==> src/rtl/ssd_ready_arb.sv <==
// ssd_ready_arb: per-channel ready with hysteresis and off-time, plus a round-robin bus grant with release gap
module ssd_ready_arb #(
  parameter int CH    = 4,
  parameter int LW    = 11,
  parameter int HI_TH = 1000,
  parameter int LO_TH = 768,
  parameter int HOLD  = 16,
  parameter int HW    = 8
) (
  input  logic             clk,
  input  logic             reset_n,
  input  logic [CH*LW-1:0] fifo_level,
  input  logic [CH-1:0]    fifo_full_h,
  input  logic [CH-1:0]    ssd_oe,
  input  logic             xfer_done,
  output logic [CH-1:0]    ssd_oe_out,
  output logic [CH-1:0]    ssd_ready,
  output logic [CH-1:0]    grant,
  output logic             grant_valid
);
  localparam int PW = $clog2(CH);
  localparam logic [LW-1:0] HI = LW'(HI_TH);
  localparam logic [LW-1:0] LO = LW'(LO_TH);
  localparam logic [HW-1:0] HLOAD = HW'(HOLD > 0 ? HOLD - 1 : 0);
  typedef enum logic [1:0] {OFF, ON, HLD} ch_st_e;
  typedef enum logic [1:0] {IDLE, GNT, GAP} arb_st_e;
  logic [LW-1:0] level_q [CH];
  logic [CH-1:0] full_q, oe_q;
  ch_st_e        st_q [CH], st_d [CH];
  logic [HW-1:0] cnt_q [CH], cnt_d [CH];
  arb_st_e       ast_q, ast_d;
  logic [CH-1:0] grant_q, grant_d;
  logic [PW-1:0] ptr_q, ptr_d, gidx_q, gidx_d, sel;
  logic          found;
  always_comb begin
    for (int i = 0; i < CH; i++) begin
      st_d[i] = st_q[i];
      cnt_d[i] = cnt_q[i];
      ssd_ready[i] = st_q[i] == ON;
      if (st_q[i] == OFF) begin
        if (oe_q[i] && !full_q[i] && level_q[i] <= LO) st_d[i] = ON;
      end else if (st_q[i] == ON) begin
        if (!oe_q[i] || full_q[i] || level_q[i] >= HI) begin
          st_d[i] = OFF;
          if (HOLD > 0) st_d[i] = HLD;
          cnt_d[i] = HLOAD;
        end
      end else if (cnt_q[i] == '0) begin
        st_d[i] = OFF;
      end else begin
        cnt_d[i] = cnt_q[i] - 1'b1;
      end
    end
  end
  always_comb begin
    found = 1'b0;
    sel = '0;
    for (int j = 0; j < CH; j++) begin
      if (!found && ssd_ready[(int'(ptr_q) + j) % CH]) begin
        found = 1'b1;
        sel = PW'((int'(ptr_q) + j) % CH);
      end
    end
    ast_d = ast_q;
    grant_d = grant_q;
    gidx_d = gidx_q;
    ptr_d = ptr_q;
    if (ast_q == IDLE && found) begin
      ast_d = GNT;
      gidx_d = sel;
      grant_d = CH'(1) << sel;
    end else if (ast_q == GNT && (xfer_done || !ssd_ready[gidx_q])) begin
      ast_d = GAP;
      grant_d = '0;
      ptr_d = (gidx_q == PW'(CH - 1)) ? '0 : gidx_q + 1'b1;
    end else if (ast_q == GAP) begin
      ast_d = IDLE;
    end
  end
  always_ff @(posedge clk) begin
    if (!reset_n) begin
      for (int i = 0; i < CH; i++) begin
        level_q[i] <= '0;
        st_q[i] <= OFF;
        cnt_q[i] <= '0;
      end
      full_q <= '0;
      oe_q <= '0;
      ast_q <= IDLE;
      grant_q <= '0;
      gidx_q <= '0;
      ptr_q <= '0;
    end else begin
      for (int i = 0; i < CH; i++) begin
        level_q[i] <= fifo_level[i*LW +: LW];
        st_q[i] <= st_d[i];
        cnt_q[i] <= cnt_d[i];
      end
      full_q <= fifo_full_h;
      oe_q <= ssd_oe;
      ast_q <= ast_d;
      grant_q <= grant_d;
      gidx_q <= gidx_d;
      ptr_q <= ptr_d;
    end
  end
  assign ssd_oe_out = oe_q;
  assign grant = grant_q;
  assign grant_valid = |grant_q;
endmodule

==> config.mk <==
export PLATFORM = sky130hd
export DESIGN_NAME = ssd_ready_arb
export DESIGN_NICKNAME = d
export VERILOG_FILES = /design/src/rtl/ssd_ready_arb.sv
export SDC_FILE = /design/constraint.sdc
export NUM_CORES = 1
export LEC_CHECK = 0
export ABC_AREA = 1
export CAP_MARGIN = 20
export CORE_ASPECT_RATIO = 1.2
export CORE_MARGIN = 5
export CORE_UTILIZATION = 35
export DETAILED_ROUTE_END_ITERATION = 10
export DONT_BUFFER_PORTS = 1
export SYNTH_ARGS = -nofsm -noshare
export SYNTH_HDL_FRONTEND = slang
export SYNTH_SLANG_ARGS = --single-unit
==> constraint.sdc <==
create_clock -name clk -period 1.55 [get_ports clk]
set_clock_uncertainty 0.1 [all_clocks]
set_input_delay 0.31 -clock clk [delete_from_list [all_inputs] [get_ports clk]]
set_output_delay 0.31 -clock clk [all_outputs]
set_load 0.02 [all_outputs]
==> results.toml <==
[setup_path]
start_kind = "flip-flop"
end_kind = "primary output"
cpPeakStageDelay_ps = 580
r2r_slack_ps = -60
crit_slowest_cell = "or4_4"
arrival_ps = 1220
crit_start = "grant[3]"
required_ps = 1140
crit_type = "reg -> out"
worst-path-max-fanout = 2
path_cells = "or4_4"
crit_family = "simple AND/OR/NAND/NOR gates"
r2r-start = "ptr_q[0]"
path_buf_inv = 0

[die]
core_um2 = 13200
die-area_um2 = 15900
io_pins = 68
dieHeight_um = 137
die_x_um = 116
num_rows = 46
start_util_pct = 35.7

[synthesis]
synth.distinct_cells = 42
synth_top_area_share_pct = 43.4
synth.top_cells.by_area = "dfxtp_1 (43%), nand2_1 (12%), inv_1 (7.4%)"
syn_inst = 624
avgSynthCellArea_um2 = 7.54
yosysWarnings = 0
yosys-top-cells-count = "nand2_1 (147), dfxtp_1 (102), inv_1 (93)"
syn-num-nets = 688
ys_seq_area_share_pct = 43.4
syn-cell-area_um2 = 4700
synth_edf_count = 0
yosysMostFrequentCell = "nand2_1"
synth_area_leader_cell = "dfxtp_1"
ys_ff_latch = 102
ys.flop_type = "dfxtp_1"
synthArstFlopShare_pct = 0

[timing]
fmax_ghz = 0.612
tightest_slew_ps = 324
rsz0062_at_grt = "yes"
hold_violations = 0
timing.final.crit_share_pct = 105
final.min_clock_period_ps = 1630
slew_headroom_pct = 78.3
maxSlewViolCount = 0
setup_viol = 7
setup_slack_ps = -84.9
hold_ws_ps = 15.6

[power_and_ir_drop]
power_density_nw_per_um2 = 1850
power_leakage_nw = 3.32
peakVddDrop_mv = 0.950

[clock_network]
clock_tree.root_cell = "clkbuf_16"
clock_sinks = 102
clk_transition_reported_paths_ps = 70
insertion_delay_ps = 340
h-tree-depth = 3
cts_tree = "done"
clk_path_buf_depth = 2
cts_made_buffers = 9

[final_layout]
multiInputGateArea_um2 = 2510
seqCellArea_um2 = 2070
final_util_pct = 53.6
n_antenna_cell = 0
area_growth_pct = 50.3
fillers = 1123
drive_above_1_share_pct = 33.1
layout.nets = 852

[min_path]
min_from = "reset_n"
hp-class = "in -> reg"

[global_routing]
antenna_found_initial = 0
grt_pass1_vias = 4489
grt.overflow.total = 0
grt_max_degree = 35
grtUsageTotal_pct = 15.7
grt_pass1_wl_um = 19900

[status]
violations = "setup timing"
outcome = "finished with violations"

[detailed_routing]
first_pass_iters = 5
drt-initial-drc-count = 120
drt_drc_violations_left = 0
wl_per_cell_um = 13.1
viasPerCell = 4.70
ant_nets = 0
vias = 4509
drt-total-wl_um = 12600

[placement]
dp.final_hpwl_um = 7470
place.port_buffers = 0
gp_congestion = 0.799
place_ws_ps = -104

[flow_run]
cap_viol_max_count = 0
==> cells by family (layout without fill, tap and decap cells) <==
logic type	after synthesis	in the layout	share of synthesized area, %
buf+inv	125	291	10.8
fa+ha+maj	9	9	2.39
flops	102	102	43.4
mux	1	1	0.213
simple gates	305	307	31.4
compound gates	68	68	9.20
xor+xnor	14	14	2.61
==> cell type report <==
class | count | share of cell area, %
sequential | 102 | 29.3
multi-input combinational | 399 | 35.6
clock inverter | 3 | 0.956
clock buffer | 12 | 3.63
tap | 168 | 2.97
timing repair buffer | 168 | 21.4
inverter | 108 | 6.16
==> per-stage QoR <==
stage	TNS, ps	area (um^2)	power (mW)	std cells
3_5_place_dp	-809	5380	8.93	845
6_report	-347	7070	13.1	960
5_1_grt	-2140	7070	14.0	960
2_1_floorplan	0	4710	7.33	624
4_1_cts	-344	6650	12.1	943
3_3_place_gp	-317	5380	8.77	845
==> state kept, by name (all words and copies together), names as in the netlist <==
register,count
gidx_q,2
full_q,4
level_q,44
ptr_q,2
ast_q,2
st_q,8
grant,4
cnt_q,32
ssd_oe_out,4
==> power breakdown <==
group	switching, mW	internal (mW)	total (mW)
combinational	3.75	3.22	6.97
clock	0.950	1.50	2.45
sequential	0.490	3.19	3.68
==> layer usage <==
layer	vias up	GRT usage [%]	wire [um]
li1	2287	-	-
met1	2110	17.9	5150
met2	83	28.7	6760
met3	29	2.52	401
met4	0	6.77	303
met5	-	0	0
==> worst paths after layout <==
check | to | cells after the start
worst max-delay path | grant_valid | 1
worst min-delay path | gidx_q[0] | 2
worst max register to register | grant[3] | 10
worst min register to register | cnt_q[2][0] | 2
==> worst reg2reg max path, cell delays in order (launching register included) <==
cell and delay [ps]:
dfxtp_4 460, inv_12 60, nand3_4 110, nand2_4 70
nand2_4 70, nand2_4 70, inv_2 70, nand3_4 90
o21bai_4 190, nand3_1 120, a21oi_2 140
==> cells in the final DEF (no fill, tap or decap), drive strengths merged, types with 5 or more instances in the layout <==
cell type | netlist | layout
inv | 107 | 108
nand2 | 164 | 165
nand4 | 8 | 8
ha | 9 | 9
o21ai | 17 | 17
dfxtp | 102 | 102
xor2 | 12 | 12
dlygate4sd3 | 0 | 74
nor3 | 5 | 5
nor2 | 53 | 53
nand3 | 60 | 61
buf | 7 | 94
a21oi | 36 | 36
nor3b | 7 | 7
o211ai | 6 | 6
clkbuf | 10 | 12
==> timing repair <==
action                                  CTS  global route
cloned                                    1             1
endpoints found under the setup margin   23            46
resized for setup                        43            96
endpoints found under the hold margin    56             1
pin swaps                                18            46
hold buffers                             74             1
setup buffers                            10            16
Power figures use the tool's default switching activity.
